--- src/rtl/ex_seq_pkg.sv ---
// Shared types and entry-field layout for the programmable output sequencer.
package ex_seq_pkg;
  typedef enum logic {IDLE = 1'b0, RUN = 1'b1} state_t;

  // Entry layout: {dv, last, data[DW-1:0]}
  localparam int DATA_LSB = 0;

  function automatic int last_pos(input int dw);
    return dw;
  endfunction

  function automatic int dv_pos(input int dw);
    return dw + 1;
  endfunction
endpackage

--- src/rtl/ex_seq_table.sv ---
// DEPTH x EW pattern table: one synchronous write port, one combinational read port.
module ex_seq_table
  import ex_seq_pkg::*;
#(
  parameter int DEPTH = 8,
  parameter int AW    = 3,
  parameter int EW    = 10
) (
  input  logic          sclk,
  input  logic          rst,
  input  logic          we,
  input  logic [AW-1:0] waddr,
  input  logic [EW-1:0] wdata,
  input  logic [AW-1:0] raddr,
  output logic [EW-1:0] rdata
);
  logic [DEPTH-1:0][EW-1:0] mem;

  always_ff @(posedge sclk or posedge rst) begin
    if (rst)     mem <= '0;
    else if (we) mem[waddr] <= wdata;
  end

  assign rdata = mem[raddr];
endmodule

--- src/rtl/ex_seq_ctrl.sv ---
// Sequencer top: plays the loaded table out on o_dv/o_data under start/stop control.
module ex_seq_ctrl
  import ex_seq_pkg::*;
#(
  parameter int DEPTH = 8,
  parameter int AW    = 3,
  parameter int DW    = 8
) (
  input  logic          sclk,
  input  logic          rst,
  input  logic          cfg_we,
  input  logic [AW-1:0] cfg_addr,
  input  logic [DW+1:0] cfg_data,
  output logic          cfg_err,
  input  logic          start,
  input  logic          stop,
  input  logic          repeat_en,
  output logic          busy,
  output logic          done,
  output logic          o_dv,
  output logic [DW-1:0] o_data
);
  localparam int DV_BIT   = dv_pos(DW);
  localparam int LAST_BIT = last_pos(DW);
  localparam logic [AW-1:0] IDX_MAX = AW'(DEPTH - 1);

  state_t        state, state_nxt;
  logic [AW-1:0] idx, idx_nxt;
  logic [DW+1:0] entry;
  logic          dv_nxt, done_nxt;
  logic [DW-1:0] data_nxt;

  ex_seq_table #(.DEPTH(DEPTH), .AW(AW), .EW(DW + 2)) u_table (
    .sclk  (sclk),
    .rst   (rst),
    .we    (cfg_we && !busy),
    .waddr (cfg_addr),
    .wdata (cfg_data),
    .raddr (idx),
    .rdata (entry)
  );

  assign busy = (state == RUN);

  always_comb begin
    state_nxt = state;
    idx_nxt   = idx;
    dv_nxt    = 1'b0;
    data_nxt  = '0;
    done_nxt  = 1'b0;
    case (state)
      IDLE: begin
        if (start) begin
          state_nxt = RUN;
          idx_nxt   = '0;
        end
      end
      RUN: begin
        // stop pre-empts both the emit and any end-of-pass done
        if (stop) begin
          state_nxt = IDLE;
          idx_nxt   = '0;
        end else begin
          dv_nxt   = entry[DV_BIT];
          data_nxt = entry[DV_BIT] ? entry[DATA_LSB +: DW] : '0;
          if (entry[LAST_BIT] || idx == IDX_MAX) begin
            done_nxt = 1'b1;
            idx_nxt  = '0;
            if (!repeat_en) state_nxt = IDLE;
          end else begin
            idx_nxt = idx + 1'b1;
          end
        end
      end
      default: begin
        state_nxt = IDLE;
        idx_nxt   = '0;
      end
    endcase
  end

  always_ff @(posedge sclk or posedge rst) begin
    if (rst) begin
      state   <= IDLE;
      idx     <= '0;
      o_dv    <= 1'b0;
      o_data  <= '0;
      done    <= 1'b0;
      cfg_err <= 1'b0;
    end else begin
      state   <= state_nxt;
      idx     <= idx_nxt;
      o_dv    <= dv_nxt;
      o_data  <= data_nxt;
      done    <= done_nxt;
      cfg_err <= cfg_we && busy;
    end
  end
endmodule

--- config.mk ---
export PLATFORM = sky130hd
export DESIGN_NAME = ex_seq_ctrl
export DESIGN_NICKNAME = d
export VERILOG_FILES = /design/src/rtl/ex_seq_pkg.sv /design/src/rtl/ex_seq_table.sv /design/src/rtl/ex_seq_ctrl.sv
export SDC_FILE = /design/constraint.sdc
export NUM_CORES = 1
export LEC_CHECK = 0
export ABC_AREA = 1
export BUFFER_PORTS_ARGS = -buffer_cell sky130_fd_sc_hd__buf_2
export CORE_MARGIN = 2
export CORE_UTILIZATION = 40
export DETAILED_ROUTE_END_ITERATION = 8
export SLEW_MARGIN = 20
export SYNTH_ARGS = -nofsm -noshare
export SYNTH_HDL_FRONTEND = slang
export SYNTH_SLANG_ARGS = --single-unit
export TNS_END_PERCENT = 10
--- constraint.sdc ---
create_clock -name sclk -period 3.1 [get_ports sclk]
set_input_delay 0 -clock sclk [delete_from_list [all_inputs] [get_ports sclk]]
set_output_delay 0 -clock sclk [all_outputs]
set_load 0.1 [all_outputs]
==> results of run 1 <==
## cell usage in the layout, fill, tap and decap left out, types with 2 or more instances in the layout
cell | Yosys | routed
buf_2 | 13 | 30
inv_2 | 3 | 3
ha_1 | 2 | 2
o21ai_0 | 66 | 66
nor2_2 | 2 | 2
nand2_2 | 3 | 3
nand3_1 | 20 | 20
nand4_1 | 4 | 4
nor2_1 | 46 | 46
clkinvlp_4 | 0 | 2
inv_1 | 60 | 59
dlygate4sd3_1 | 0 | 15
o21ai_1 | 24 | 24
nand3_2 | 2 | 2
buf_4 | 5 | 7
clkbuf_8 | 0 | 11
a21oi_2 | 2 | 2
a21oi_1 | 4 | 4
nand2_1 | 202 | 202
dfrtp_1 | 95 | 95
## area by class of cell
cell class	count	area, um2	share of cell area (%)
Inverter	65	250	4.98
Multi-Input combinational cell	380	1660	33.0
Clock inverter	4	53.8	1.07
Sequential cell	95	2380	47.3
Timing Repair Buffer	52	353	7.03
Clock buffer	12	155	3.09
Tap cell	140	175	3.49
## per-stage QoR
step                worst slack [ns]  hold slack [ns]  instance area [um2]  utilization (%)
finish                          1.03            0.111                 5020             46.1
global route                   0.907            0.125                 5020             46.1
CTS                             1.04           0.0930                 5020             46.1
detailed placement              1.07            0.194                 4660             42.8
global placement                1.09            0.187                 4660             42.8
floorplan                      0.623           0.0997                 4480                -
## cells by family (layout without fill, tap and decap cells)
kind of cell / after synthesis / in the layout
simple gates: 281 / 281
fa+ha+maj: 2 / 2
flops: 95 / 95
compound gates: 97 / 97
buf+inv: 94 / 133
## metal layers
metal	GRT usage [%]	wire length, um	vias to the layer above
met5	0	0	-
met4	6.24	110	0
met3	3.32	449	9
met2	30.1	4860	86
met1	26.9	5210	1747
li1	-	-	1828
## flip-flops by register name (all words and copies together) (netlist names)
register	flops
busy	1
cfg_err	1
done	1
idx	3
o_data	8
o_dv	1
u_table.mem	80
## worst paths after layout
| kind | end | slack (ns) | depth (start not counted) |
|---|---|---|---|
| setup / recovery | o_data[2] | 1.03 | 4 |
| hold / removal | u_table.mem[31] | 0.11 | 4 |
| setup reg to reg | o_data[2] | 1.03 | 4 |
| hold reg to reg | u_table.mem[26] | 0.49 | 2 |
| max in group asynchronous | u_table.mem[27] | 1.98 | 4 |
| min in group asynchronous | o_data[5] | 0.31 | 3 |
## power by group
group          leakage, nW  switching [W]  internal, W  total, W
logic                 1.28        0.00118     0.000577   0.00176
clock network       0.0988       0.000431     0.000419  0.000849
registers             1.19       0.000301      0.00179   0.00209
total                 2.57        0.00191      0.00278   0.00469
## worst max-delay path, delay by kind of cell (launching register included)
| kind | cells | cell delay [ns] |
|---|---|---|
| AND/OR/NAND/NOR | 3 | 0.59 |
| buffers and inverters | 1 | 0.62 |
| flip-flops | 1 | 0.77 |
==> flow_summary.yaml, run 1 <==
worst_setup_path:
  cp_slowest_cell: "dfrtp_1"
  worstSetupPathType: "flip-flop to flip-flop"
  cp_data_required_time_ns: 3.39
  r2r_start: "idx[2]"
  crit_fanout: 13
  crit_arrival_ns: 2.36
  crit_start: "idx[2]"
  critPathMaxStageDelay_ns: 0.77
  crit_path_cell_trace: "clkinv_1 > nand2_2 > nand3_4 > nor2_1"
  end_kind: "flip-flop"
  cp-start-kind: "flip-flop"
yosys:
  synth-xor-area-share_pct: 0
  async_reset_ff_share_pct: 100
  synth_top_cells_by_count: "nand2_1, dfrtp_1, o21ai_0"
  synth_compound_area_share_pct: 11.1
  synth_edf_count: 0
  syn-num-nets: 590
  syn_area_um2: 4480
  synth_top_area_share_pct: 53.1
  synthCells: 569
  synthSimpleGateAreaFrac_pct: 25.3
  synth.distinct_cells: 26
  avgSynthCellArea_um2: 7.87
  yosys_warnings: 0
  yosys-top-cells-area: "dfrtp_1, nand2_1, o21ai_0"
  synth_ff_type: "dfrtp_1"
  yosysMostFrequentCell: "nand2_1"
  synth_fa_ha_area_share_pct: 0.559
  ys_seq_area_share_pct: 53.1
  synth_top_area_cell: "dfrtp_1"
  synth-seq-cells: 95
  synth_top_family_by_area: "simple AND/OR/NAND/NOR gates"
  synthMuxAreaShare_pct: 0
sta:
  fmax_ghz: 0.483
  fin_setup_tns_ns: 0
  fin_skew_ns: 0.00802
  post-route-min-period_ns: 2.07
  fin_crit_sh_pct: 66.8
  maxSlewViolCount: 0
  rsz0062_at_grt: "no"
  setup_viol: 0
  timing_worst_slew_pin_value_ns: 0.920
  slew_headroom_pct: 38.5
  hold_viol_final: 0
global_routing:
  grt_use_total_pct: 19.2
  grt_antenna_before_repair: 0
  grt_pass1_wl_um: 17300
  overflow: 0
  grt_pass1_vias: 3397
  grt_max_degree: 50
worst_hold_path:
  hp-class: "primary input to flip-flop"
  hold_start: "cfg_addr[2]"
die:
  row_count: 38
  fp.dieW_um: 110
  start_util_pct: 41.1
  fp.coreArea_um2: 10900
  die-area_um2: 12100
  die_h_um: 110
  io_pins: 31
placement:
  gp_congestion: 0.766
  placedCellCount: 717
  hpwlAfterDp_um: 6710
  port_buffers: 30
detailed_routing:
  drtIter0Drc: 254
  ant_nets: 0
  wl_per_cell_um: 14.2
  drt_wl_total_um: 10600
  drt_first_pass_iters: 5
  drcViolationCount: 0
  vias: 3670
  routed_via_density: 4.91
outcome:
  status: "finished, final reports clean"
job:
  drv_cap: 0
cts:
  clk_pin_slew_ns: 0.09
  post_cts_buffers: 0
  insertion_delay_ns: 0.37
  ctsResizeCount: 0
  tritoncts.num_buffers: 9
  cts.sinks: 95
  cts_buffer_depth: 2
  htreeDepth: 3
  postCtsHoldBufs: 15
  cts-root-buf: "clkbuf_8"
  cts_tree: "built"
final_layout:
  n_antenna_cell: 0
  drive_above_1_share_pct: 11.2
  filler_cell_count: 1100
  syn_to_final_growth_pct: 12.1
  final_cells: 748
  nets: 624
pwr:
  vdd_ir_drop_max_mv: 0.382
  power_w: 0.00469
  p_leak_nw: 2.57
  p_per_area_nw_per_um2: 935
Power figures use the tool's default switching activity.
==> run 2: changes to the inputs <==
Clock period 3.1 ns to 1.8 ns, I/O delays scaled along.
==> flow_summary.yaml, run 2 (same netlist as run 1, synthesis figures left out) <==
outcome:
  status: "finished, final reports clean"
sta:
  whs_ns: 0.0150
  post-route-min-period_ns: 1.58
  hold_viol_final: 0
  timing_worst_slew_pin_value_ns: 0.489
  rsz0062_at_grt: "no"
  fin_skew_ns: 0.00969
  setup_viol: 0
  fmax_ghz: 0.633
  maxSlewViolCount: 0
  fin_crit_sh_pct: 87.8
  slew_headroom_pct: 67.6
  fin_setup_tns_ns: 0
die:
  start_util_pct: 41.1
  die-area_um2: 12100
  io_pins: 31
  fp.dieW_um: 110
  row_count: 38
  die_h_um: 110
  fp.coreArea_um2: 10900
global_routing:
  grt_use_total_pct: 19.4
  grt_pass1_vias: 3561
  grt_max_degree: 64
  overflow: 0
  grt_antenna_before_repair: 0
  grt_pass1_wl_um: 17500
final_layout:
  top_register: "u_table.mem"
  n_antenna_cell: 0
  syn_to_final_growth_pct: 13.2
  layout_common_cells: "nand2_1, dfrtp_1, o21ai_0, inv_1, nor2_1"
  largest_register_ff_count: 80
  reg_top3: "u_table.mem x80, o_data x8, idx x3"
  final_common_cell: "nand2_1"
  nets: 634
  finalInstanceArea_um2: 5070
  drive_above_1_share_pct: 12.4
worst_setup_path:
  reg2reg_to: "u_table.mem[2]"
  end_kind: "flip-flop"
  cpMostUsedCell: "nand2_1"
  crit_fanout: 12
  r2r_start: "busy"
  crit_path_cell_trace: "inv_2 > nand2_1 > nor2_2 > nand2_1 > buf_4 > nand2_1 > o21ai_0"
  worstSetupPathType: "flip-flop to flip-flop"
  crit_arrival_ns: 1.82
  reg2reg_setup_slack_ns: 0.22
  cp_data_required_time_ns: 2.04
  critPathMaxStageDelay_ns: 0.43
  r2r_cells: 7
  cp_slowest_cell: "dfrtp_1"
  cp-start-kind: "flip-flop"
cts:
  cts-root-buf: "clkbuf_8"
  cts_tree: "built"
  cts_buffer_depth: 2
  htreeDepth: 3
  tritoncts.num_buffers: 9
  post_cts_buffers: 0
  clk_pin_slew_ns: 0.08
  cts.sinks: 95
  insertion_delay_ns: 0.36
placement:
  place_area_um2: 4760
  hpwlAfterDp_um: 6780
  port_buffers: 30
  gp_congestion: 0.802
detailed_routing:
  drt_first_pass_iters: 5
  wl_per_cell_um: 13.8
  drtIter0Drc: 220
  ant_nets: 0
  vias: 3676
  drt_wl_total_um: 10400
  drcViolationCount: 0
  routed_via_density: 4.87
pwr:
  p_comb_share_pct: 39.4
  p_per_area_nw_per_um2: 1580
  p_int_w: 0.00475
  p_leak_nw: 2.60
  p_seq_share_pct: 44.3
  switching_share_pct: 40.6
  switchingPower_w: 0.00324
  vdd_ir_drop_max_mv: 0.605
  power_w: 0.00798
  clock_power_share_pct: 16.3
worst_hold_path:
  hold_start: "cfg_data[9]"
  min_to: "u_table.mem[39]"
  whs_path_depth: 3
  hp-class: "primary input to flip-flop"
job:
  drv_cap: 0
==> run 2: layer usage <==
layer | vias up | track usage [%] | wire, um
met3 | 14 | 3.50 | 461
li1 | 1846 | - | -
met4 | 0 | 7.41 | 182
met2 | 85 | 31.1 | 4750
met5 | - | 0 | 0
met1 | 1731 | 26.1 | 5050
==> run 2: timing repair <==
item                                    4_1_cts  5_1_grt
endpoints found under the setup margin        0       10
hold buffers                                 14        0
hold endpoints to repair                    137        0
gates resized for setup                       0        1
==> run 2: per-stage QoR <==
stage	setup WS, ns	util, %	std cells
floorplan	0.0579	-	569
global placement	0.176	43.7	728
detailed placement	0.101	43.7	728
CTS	0.0652	46.5	755
global route	0.0525	46.6	755
finish	0.220	46.6	755
==> run 2: worst max path at each step <==
stage,cells past startpoint,from,to
floorplan,8,busy,u_table.mem[39]
global route,6,busy,u_table.mem[5]
detailed placement,5,busy,u_table.mem[22]
finish,7,busy,u_table.mem[2]
global placement,6,busy,u_table.mem[25]
CTS,5,busy,u_table.mem[22]
==> run 2: final cells by class <==
class	instances	area [um2]
tap	140	175
fill	1102	5820
multi-input combinational	380	1660
clock buffer	11	131
sequential	95	2380
timing repair buffer	62	438
clock inverter	2	35.0
inverter	65	253
==> run 2: critical path, delay by kind of cell, from the launching register on <==
kind                   cells  cell delay, ns
AO/OA/AOI/OAI              1            0.08
buffers and inverters      2            0.34
flip-flops                 1            0.43
AND/OR/NAND/NOR            4            0.62
==> run 2: power by group through the flow <==
stage               Combinational [W]  Sequential (W)  Clock [W]
finish                        0.00314         0.00354    0.00130
detailed placement            0.00314         0.00357          0
global placement              0.00308         0.00354          0
CTS                           0.00317         0.00354    0.00134
global route                  0.00367         0.00365    0.00143
floorplan                     0.00223         0.00386          0
